## src/rtl/add64_seq_ctrl_if.sv

```systemverilog
// Operand/result handshake bundle for add64_seq_ctrl.
// The slave modport is the sequencer; the master modport is whoever feeds operands and drains results.
interface add64_seq_ctrl_if;
    logic        in_valid;
    logic        in_ready;
    logic [63:0] a;
    logic [63:0] b;
    logic        c_in;
    logic        out_valid;
    logic        out_ready;
    logic [63:0] sum;
    logic        c_out;

    modport master (
        output in_valid, a, b, c_in, out_ready,
        input  in_ready, out_valid, sum, c_out
    );

    modport slave (
        input  in_valid, a, b, c_in, out_ready,
        output in_ready, out_valid, sum, c_out
    );
endinterface

```

## src/rtl/add64_seq_ctrl.sv

```systemverilog
// Operand sequencer and result capture around a 64-bit ripple-carry adder (rca64).
// Optional macro ADD64_OVFL_EN adds a registered signed-overflow output ovfl.
module rca64 (
    input  logic [63:0] a,
    input  logic [63:0] b,
    input  logic        c_in,
    output logic [63:0] sum,
    output logic        c_out
);
    logic carry;

    always_comb begin
        carry = c_in;
        sum   = '0;
        for (int unsigned i = 0; i < 64; i++) begin
            sum[i] = a[i] ^ b[i] ^ carry;
            carry  = (a[i] & b[i]) | (carry & (a[i] ^ b[i]));
        end
        c_out = carry;
    end
endmodule

module add64_seq_ctrl #(
    parameter int unsigned SETTLE_CYCLES = 4,
    parameter int unsigned CNT_W         = 16
) (
    input  logic               clk,
    input  logic               rst_n,
    add64_seq_ctrl_if.slave    bus,
    output logic               busy,
    output logic [CNT_W-1:0]   op_count
`ifdef ADD64_OVFL_EN
    ,
    output logic               ovfl
`endif
);
    // A zero setting still needs one settle cycle before capture.
    localparam int unsigned SETTLE_EFF = (SETTLE_CYCLES == 0) ? 1 : SETTLE_CYCLES;

    typedef enum logic [1:0] {
        IDLE   = 2'd0,
        SETTLE = 2'd1,
        DONE   = 2'd2
    } state_t;

    state_t      state;
    logic [3:0]  cnt;
    logic [63:0] a_q;
    logic [63:0] b_q;
    logic        c_in_q;
    logic [63:0] rca_sum;
    logic        rca_c_out;

    rca64 u_rca64 (
        .a     (a_q),
        .b     (b_q),
        .c_in  (c_in_q),
        .sum   (rca_sum),
        .c_out (rca_c_out)
    );

    always_ff @(posedge clk or negedge rst_n) begin
        if (!rst_n) begin
            state         <= IDLE;
            cnt           <= '0;
            a_q           <= '0;
            b_q           <= '0;
            c_in_q        <= 1'b0;
            bus.in_ready  <= 1'b1;
            bus.out_valid <= 1'b0;
            bus.sum       <= '0;
            bus.c_out     <= 1'b0;
            busy          <= 1'b0;
            op_count      <= '0;
`ifdef ADD64_OVFL_EN
            ovfl          <= 1'b0;
`endif
        end else begin
            case (state)
                IDLE: begin
                    if (bus.in_valid) begin
                        a_q          <= bus.a;
                        b_q          <= bus.b;
                        c_in_q       <= bus.c_in;
                        cnt          <= 4'(SETTLE_EFF - 1);
                        bus.in_ready <= 1'b0;
                        busy         <= 1'b1;
                        state        <= SETTLE;
                    end
                end
                SETTLE: begin
                    if (cnt == '0) begin
                        bus.sum       <= rca_sum;
                        bus.c_out     <= rca_c_out;
`ifdef ADD64_OVFL_EN
                        ovfl          <= (a_q[63] == b_q[63]) && (rca_sum[63] != a_q[63]);
`endif
                        bus.out_valid <= 1'b1;
                        state         <= DONE;
                    end else begin
                        cnt <= cnt - 4'd1;
                    end
                end
                DONE: begin
                    if (bus.out_ready) begin
                        bus.out_valid <= 1'b0;
                        bus.in_ready  <= 1'b1;
                        busy          <= 1'b0;
                        op_count      <= op_count + 1'b1;
                        state         <= IDLE;
                    end
                end
                default: begin
                    state         <= IDLE;
                    bus.in_ready  <= 1'b1;
                    bus.out_valid <= 1'b0;
                    busy          <= 1'b0;
                end
            endcase
        end
    end
endmodule

```

## src/flat_wrapper.sv

```systemverilog
// flat-port wrapper written by rule: the top's interface ports become plain ports
module add64_seq_ctrl_flat 
#(
    parameter int unsigned SETTLE_CYCLES = 4,
    parameter int unsigned CNT_W         = 16
)
  (clk, rst_n, busy, op_count, bus_in_valid, bus_a, bus_b, bus_c_in, bus_out_ready, bus_in_ready, bus_out_valid, bus_sum, bus_c_out);
  add64_seq_ctrl_if bus_i ();
  input  logic clk;
  input  logic rst_n;
  output logic busy;
  output logic [CNT_W-1:0] op_count;
  input wire logic [$bits(bus_i.in_valid)-1:0] bus_in_valid;
  input wire logic [$bits(bus_i.a)-1:0] bus_a;
  input wire logic [$bits(bus_i.b)-1:0] bus_b;
  input wire logic [$bits(bus_i.c_in)-1:0] bus_c_in;
  input wire logic [$bits(bus_i.out_ready)-1:0] bus_out_ready;
  output wire logic [$bits(bus_i.in_ready)-1:0] bus_in_ready;
  output wire logic [$bits(bus_i.out_valid)-1:0] bus_out_valid;
  output wire logic [$bits(bus_i.sum)-1:0] bus_sum;
  output wire logic [$bits(bus_i.c_out)-1:0] bus_c_out;
  assign bus_i.in_valid = bus_in_valid;
  assign bus_i.a = bus_a;
  assign bus_i.b = bus_b;
  assign bus_i.c_in = bus_c_in;
  assign bus_i.out_ready = bus_out_ready;
  assign bus_in_ready = bus_i.in_ready;
  assign bus_out_valid = bus_i.out_valid;
  assign bus_sum = bus_i.sum;
  assign bus_c_out = bus_i.c_out;
  add64_seq_ctrl #(.SETTLE_CYCLES(SETTLE_CYCLES), .CNT_W(CNT_W)) u_core (.clk(clk), .rst_n(rst_n), .bus(bus_i), .busy(busy), .op_count(op_count));
endmodule
```

## config.mk

```make
export PLATFORM = sky130hd
export DESIGN_NAME = add64_seq_ctrl_flat
export DESIGN_NICKNAME = d
export VERILOG_FILES = /design/src/rtl/add64_seq_ctrl_if.sv /design/src/rtl/add64_seq_ctrl.sv /design/src/flat_wrapper.sv
export SDC_FILE = /design/constraint.sdc
export NUM_CORES = 1
export LEC_CHECK = 0
export CORE_MARGIN = 2
export CORE_UTILIZATION = 63
export CTS_CLUSTER_SIZE = 20
export DETAILED_ROUTE_END_ITERATION = 7
export DONT_BUFFER_PORTS = 1
export GPL_TIMING_DRIVEN = 0
export PLACE_DENSITY = 0.82
export SYNTH_ARGS = -nofsm -noshare
export SYNTH_HDL_FRONTEND = slang
export SYNTH_SLANG_ARGS = --single-unit
```

## constraint.sdc

```tcl
create_clock -name clk -period 37.3 [get_ports clk]
set_input_delay 7.46 -clock clk [delete_from_list [all_inputs] [get_ports clk]]
set_output_delay 7.46 -clock clk [all_outputs]
set_load 0.01 [all_outputs]
```

==> results_dict.tcl, run 1 <==
set metrics [dict create \
    yosys_warnings 0 \
    critical_path_arrival_ns 29.49 \
    tightest_slew_ns 0.609 \
    status "complete, no violations" \
    setup_viol 0 \
    path_class "register to register" \
    clk_latency_ns 0.51 \
    power_frac_comb_pct 34.5 \
    hold_viol_final 0 \
    cts_tree "yes" \
    fin_nets 820 \
    cts_hold_buffers 0 \
    r2r-end "u_core.bus.sum[63]" \
    synth_area_per_cell_um2 16.4 \
    netlist_instances 595 \
    clockBufferDepth 3 \
    seq_area_frac_synth_pct 56.3 \
    die_area_um2 16500 \
    seq_power_share_pct 43.4 \
    vias_per_cell 5.85 \
    cap_violations 0 \
    async_reset_ff_share_pct 100 \
    die-width_um 128 \
    internal-power_uw 705 \
    ir_drop_mv 0.0587 \
    ys.flop_type "dfrtp_1" \
    r2r_start "u_core.a_q[0]" \
    fin_ws_ns 8.24 \
    critPathMostFrequentCell "fa_1" \
    initial_core_util_pct 64.3 \
    endpoint "u_core.bus.sum[63]" \
    grtUsageTotal_pct 23.6 \
    cts_inserted_buffers 24 \
    synth-edff-count 0 \
    clk_pin_slew_worst_paths_ns 0.06 \
    chipHeight_um 128 \
    maxSlewViolCount 0 \
    drtIter0Drc 228 \
    final.setup_skew_ns 0.0112 \
    max_freq_ghz 0.0344 \
    worstPathMaxFanout 2 \
    cts_setup_buffers 0 \
    cp-start-kind "register" \
    synth_commonest_cells "218 x dfrtp_1, 184 x mux2_2, 64 x fa_1" \
    vias 4845 \
    post-route-period-util_pct 77.9 \
    yosysMostFrequentCell "dfrtp_1" \
    rr_worst_depth 68 \
    crit_required_ns 37.73 \
    synth.distinct_cells 37 \
    antenna_left 0 \
    fin_crit_ns 29.06 \
    clkPwrFrac_pct 22.1 \
    clkSinkCount 219 \
    routed_wl_um 18700 \
    overflow 0 \
    wl_per_cell_um 22.5 \
    r2r_setup_slack_ns 8.24 \
    detailedPlace.worstSlack_ns 8.10 \
    rows 45 \
    layout-area-overhead-vs-synth_pct 10.6 \
    max_slew_margin_pct 59.1 \
    cpMaxStageDelayCell "fa_1" \
    antenna_found_initial 1 \
    dr.pass1.iters 4 \
    grt_pass1_wl_um 30000 \
    cts-resized-gates 0 \
    grt_max_degree 220 \
    drive_gt1_share_pct 39.1 \
    power_switching_uw 354 \
    clock-root-buffer "clkbuf_16" \
    p_per_area_nw_per_um2 98.4 \
    end_kind "register" \
    fin_setup_tns_ns 0 \
    cp-startpoint "u_core.a_q[0]" \
    synth_fp_nets 794 \
    leakagePower_nw 4.70 \
    synth_area_um2 9740 \
    synth_area_leader_cell "dfrtp_1" \
    finalWeightedCongestion 0.792 \
    hold_class "register to register" \
    dpl.hpwl_um 13400 \
    critPathMaxStageDelay_ns 0.51 \
    ios 217 \
    yosysTopAreaCellShare_pct 56.0 \
    core_area_um2 15100 \
    ys_ff_latch 219 \
    grt_pass1_vias 5635 \
    p_sw_share_pct 33.4 \
    route.detailed.drc 0 \
    htree_levels 1 \
    fillers 987 \
    rsz0062_at_grt "false" \
    port_buffers 0 \
    synthTopCellsByArea "dfrtp_1 56%, mux2_2 21%, fa_1 13%, buf_6 2.0%, xnor2_1 0.99%" \
]
==> sequential cells by signal (all words and copies together) (netlist names) <==
name / cells
u_core.op_count: 16
u_core.bus.sum: 64
u_core.bus.out_valid: 1
u_core.cnt: 4
u_core.state: 2
u_core.a_q: 64
u_core.bus.in_ready: 1
u_core.b_q: 64
u_core.bus.c_out: 1
u_core.c_in_q: 1
u_core.busy: 1
==> routing by layer <==
layer / wire (um) / GRT usage, % / up-vias
met5: 0 / 0 / -
met4: 483 / 6.59 / 0
met3: 1820 / 8.76 / 41
met2: 9530 / 41.2 / 183
met1: 6840 / 27.5 / 2533
li1: - / - / 2088
==> critical path: cells and delay by family (launching register included) <==
kind	cells	cell delay (ns)
flip-flops	1	0.44
AO/OA/AOI/OAI	1	0.16
adder cells (fa/ha/maj)	64	28.12
buffers and inverters	3	0.25
==> power by group through the flow <==
stage	combinational (mW)	clock [mW]	sequential [mW]
after floorplan	0.288	0	0.437
after global placement	0.333	0	0.455
after detailed placement	0.369	0	0.464
after CTS	0.373	0.238	0.461
after global routing	0.417	0.247	0.477
final	0.366	0.234	0.459
==> metrics by stage <==
stage               util, %  total power [mW]  hold slack (ns)  instance area (um2)  instances
floorplan                 -             0.724            0.467                 9740        595
global placement       65.8             0.789            0.489                 9970        783
detailed placement     65.8             0.833            0.500                 9970        783
CTS                    71.0              1.07            0.507                10800        827
global route           71.0              1.14            0.527                10800        827
finish                 71.1              1.06            0.503                10800        828
==> cell families (layout without fill, tap and decap cells) <==
logic type      after synthesis  count (layout)  share of synthesized area (%)
flops                       219             219                           56.3
simple gates                 52              52                           3.11
xor+xnor                     17              17                           1.53
fa+ha+maj                    66              66                           13.4
compound gates               17              17                          0.977
buf+inv                      36              80                           2.92
other cells                   0               1                              0
mux                         188             188                           21.7
==> final cells by class <==
| class | count | area (um2) | area share, % |
|---|---|---|---|
| Sequential cell | 219 | 5480 | 50.9 |
| Multi-Input combinational cell | 340 | 3970 | 36.9 |
| Clock buffer | 41 | 746 | 6.93 |
| Buffer | 24 | 239 | 2.22 |
| Tap cell | 188 | 235 | 2.19 |
| Inverter | 12 | 45.0 | 0.419 |
| Clock inverter | 3 | 43.8 | 0.407 |
| Antenna cell | 1 | 2.50 | 0.0233 |
==> placed cells by master, fill, tap and decap left out, types with 2 or more instances in the layout <==
| master | count |
|---|---|
| and3_1 | 2 |
| nand3_1 | 8 |
| clkbuf_8 | 6 |
| clkbuf_1 | 10 |
| clkbuf_16 | 25 |
| fa_1 | 64 |
| o21ai_0 | 10 |
| buf_4 | 5 |
| dfrtp_1 | 218 |
| mux2_1 | 4 |
| mux2_2 | 184 |
| buf_2 | 2 |
| nand2_1 | 16 |
| or2_2 | 2 |
| xor2_1 | 6 |
| nor3_1 | 2 |
| ha_1 | 2 |
| nor2_1 | 9 |
| buf_6 | 17 |
| xnor2_1 | 11 |
| a21oi_1 | 3 |
| inv_1 | 12 |
==> worst min path at each step <==
stage	from	end	slack, ns	cells past startpoint
after CTS	u_core.cnt[0]	u_core.cnt[0]	0.51	1
after detailed placement	u_core.cnt[0]	u_core.cnt[0]	0.50	1
after floorplan	u_core.cnt[0]	u_core.cnt[0]	0.47	1
after global placement	u_core.cnt[0]	u_core.cnt[0]	0.49	1
after global routing	u_core.cnt[0]	u_core.cnt[0]	0.53	1
final	u_core.cnt[0]	u_core.cnt[0]	0.50	1
Power figures use the tool's default switching activity.
==> inputs of run 2 (changes only) <==
--- a/config.mk
+++ b/config.mk
@@ -6,12 +6,12 @@
 export NUM_CORES = 1
 export LEC_CHECK = 0
 export CORE_MARGIN = 2
-export CORE_UTILIZATION = 63
+export CORE_UTILIZATION = 57
 export CTS_CLUSTER_SIZE = 20
 export DETAILED_ROUTE_END_ITERATION = 7
 export DONT_BUFFER_PORTS = 1
 export GPL_TIMING_DRIVEN = 0
-export PLACE_DENSITY = 0.82
+export PLACE_DENSITY = 0.78
 export SYNTH_ARGS = -nofsm -noshare
 export SYNTH_HDL_FRONTEND = slang
 export SYNTH_SLANG_ARGS = --single-unit
==> constraint.sdc (replaced) <==
create_clock -name clk -period 24 [get_ports clk]
set_input_delay 4.8 -clock clk [delete_from_list [all_inputs] [get_ports clk]]
set_output_delay 4.8 -clock clk [all_outputs]
set_load 0.01 [all_outputs]
==> run 2 against run 1 <==
Against the previous run:
- global-route usage fell by 2.5 points
- die area rose by 10%
- clock skew rose by 0.0047 ns
- fmax rose by 22%
- register-to-register slack got worse by 8.0 ns
- sequential cell count did not move
- first-iteration DRC count fell by 25%
- routed wire length fell by 1.2%
- utilization fell by 4.9 points
- clock power rose by 65%
- cell count rose by 3.7%
- worst hold slack improved by 0.0083 ns
- critical endpoint unchanged
- largest power group unchanged
- highest routed layer unchanged
==> results_dict.tcl, run 2 (same netlist as run 1, synthesis figures left out) <==
set metrics [dict create \
    status "complete, no violations" \
    final.setup_skew_ns 0.0159 \
    route.detailed.drc 0 \
    clk_pin_slew_worst_paths_ns 0.06 \
    layout-area-overhead-vs-synth_pct 13.1 \
    detailedPlace.worstSlack_ns -0.892 \
    final_cell_mix "218 x dfrtp_1, 184 x mux2_2, 61 x fa_2" \
    postLayoutCellArea_um2 11000 \
    cts_inserted_buffers 24 \
    dr.pass1.iters 4 \
    overflow 0 \
    tightest_slew_ns 0.542 \
    wl_per_cell_um 21.5 \
    die_area_um2 18100 \
    fin_ws_ns 0.198 \
    vias_per_cell 5.55 \
    final_util_pct 66.2 \
    drive_gt1_share_pct 50.1 \
    hold_viol_final 0 \
    top_regs "u_core.a_q: 64 flops, u_core.b_q: 64 flops, u_core.bus.sum: 64 flops" \
    fin_nets 820 \
    grtUsageTotal_pct 21.0 \
    rows 47 \
    ios 217 \
    port_buffers 0 \
    p_per_area_nw_per_um2 153 \
    place_area_um2 10200 \
    final_common_cell "dfrtp_1" \
    diodes 0 \
    critPathMaxStageDelay_ns 0.41 \
    grt_pass1_wl_um 29800 \
    max_slew_margin_pct 63.5 \
    leakagePower_nw 4.66 \
    antenna_found_initial 0 \
    worstPathMaxFanout 2 \
    critical_path_arrival_ns 24.24 \
    hold_class "register to register" \
    whs_ns 0.511 \
    post-route-period-util_pct 99.2 \
    rsz0062_at_grt "true" \
    cts_tree "yes" \
    dpl.hpwl_um 13500 \
    htree_levels 1 \
    fin_setup_tns_ns 0 \
    finalPower_mw 1.68 \
    die-width_um 135 \
    routed_wl_um 18500 \
    final_cells 859 \
    cp-start-kind "register" \
    ir_drop_mv 0.0842 \
    end_kind "register" \
    path_class "register to register" \
    r2r_setup_slack_ns 0.20 \
    grt_max_degree 220 \
    chipHeight_um 135 \
    clock-root-buffer "clkbuf_16" \
    path_delay_family "adder cells" \
    setup_viol 0 \
    antenna_left 0 \
    initial_core_util_pct 58.5 \
    crit_required_ns 24.43 \
    cts_setup_buffers 0 \
    clockBufferDepth 3 \
    vias 4764 \
    fin_crit_ns 23.80 \
    critPathMostFrequentCell "fa_2" \
    cpMaxStageDelayCell "fa_1" \
    finalWeightedCongestion 0.796 \
    place_inst 815 \
    max_freq_ghz 0.0420 \
    clkSinkCount 219 \
    core_area_um2 16600 \
    clk_latency_ns 0.51 \
    crit_buf_inv 3 \
    maxSlewViolCount 0 \
    drtIter0Drc 170 \
    cap_violations 0 \
    grt_pass1_vias 5492 \
]
==> run 2: cell type report <==
| cell class | instances | area, um2 |
|---|---|---|
| buffer | 24 | 239 |
| clock buffer | 29 | 661 |
| clock inverter | 15 | 188 |
| fill | 1188 | 5630 |
| inverter | 12 | 45.0 |
| multi-input combinational | 340 | 4120 |
| sequential | 219 | 5480 |
| tap | 220 | 275 |
==> run 2: repair_timing <==
item	in CTS	in global routing
pin swaps	29	0
hold buffers	0	0
setup endpoints to repair	4	3
resized for setup	3	0
==> run 2: worst reg2reg max path, delay by kind of cell, from the launching register on <==
kind	cells	cell delay, ns
flops	1	0.40
buf+inv	3	0.21
fa+ha+maj	64	23.04
compound gates	1	0.13
==> run 2: worst paths after layout <==
check / startpoint / end / cells after the start
setup / recovery: u_core.c_in_q / u_core.bus.sum[63] / 68
hold / removal: u_core.cnt[0] / u_core.cnt[0] / 1
setup reg to reg: u_core.c_in_q / u_core.bus.sum[63] / 68
hold reg to reg: u_core.cnt[0] / u_core.cnt[0] / 1
max in group asynchronous: rst_n / u_core.bus.in_ready / 0
min in group asynchronous: rst_n / u_core.a_q[6] / 0
==> run 2: where the power goes <==
group | switching (mW) | internal, mW | total [mW]
Clock | 0.147 | 0.239 | 0.386
Sequential | 0.177 | 0.548 | 0.725
Combinational | 0.230 | 0.339 | 0.569
Total | 0.554 | 1.13 | 1.68
==> run 2: routing by layer <==
layer,track usage (%),part of all wire (%),routed length (um)
met1,26.1,39,7150
met2,35.8,51,9380
met3,7.21,8.2,1520
met4,4.74,2.1,396
met5,0,0,0
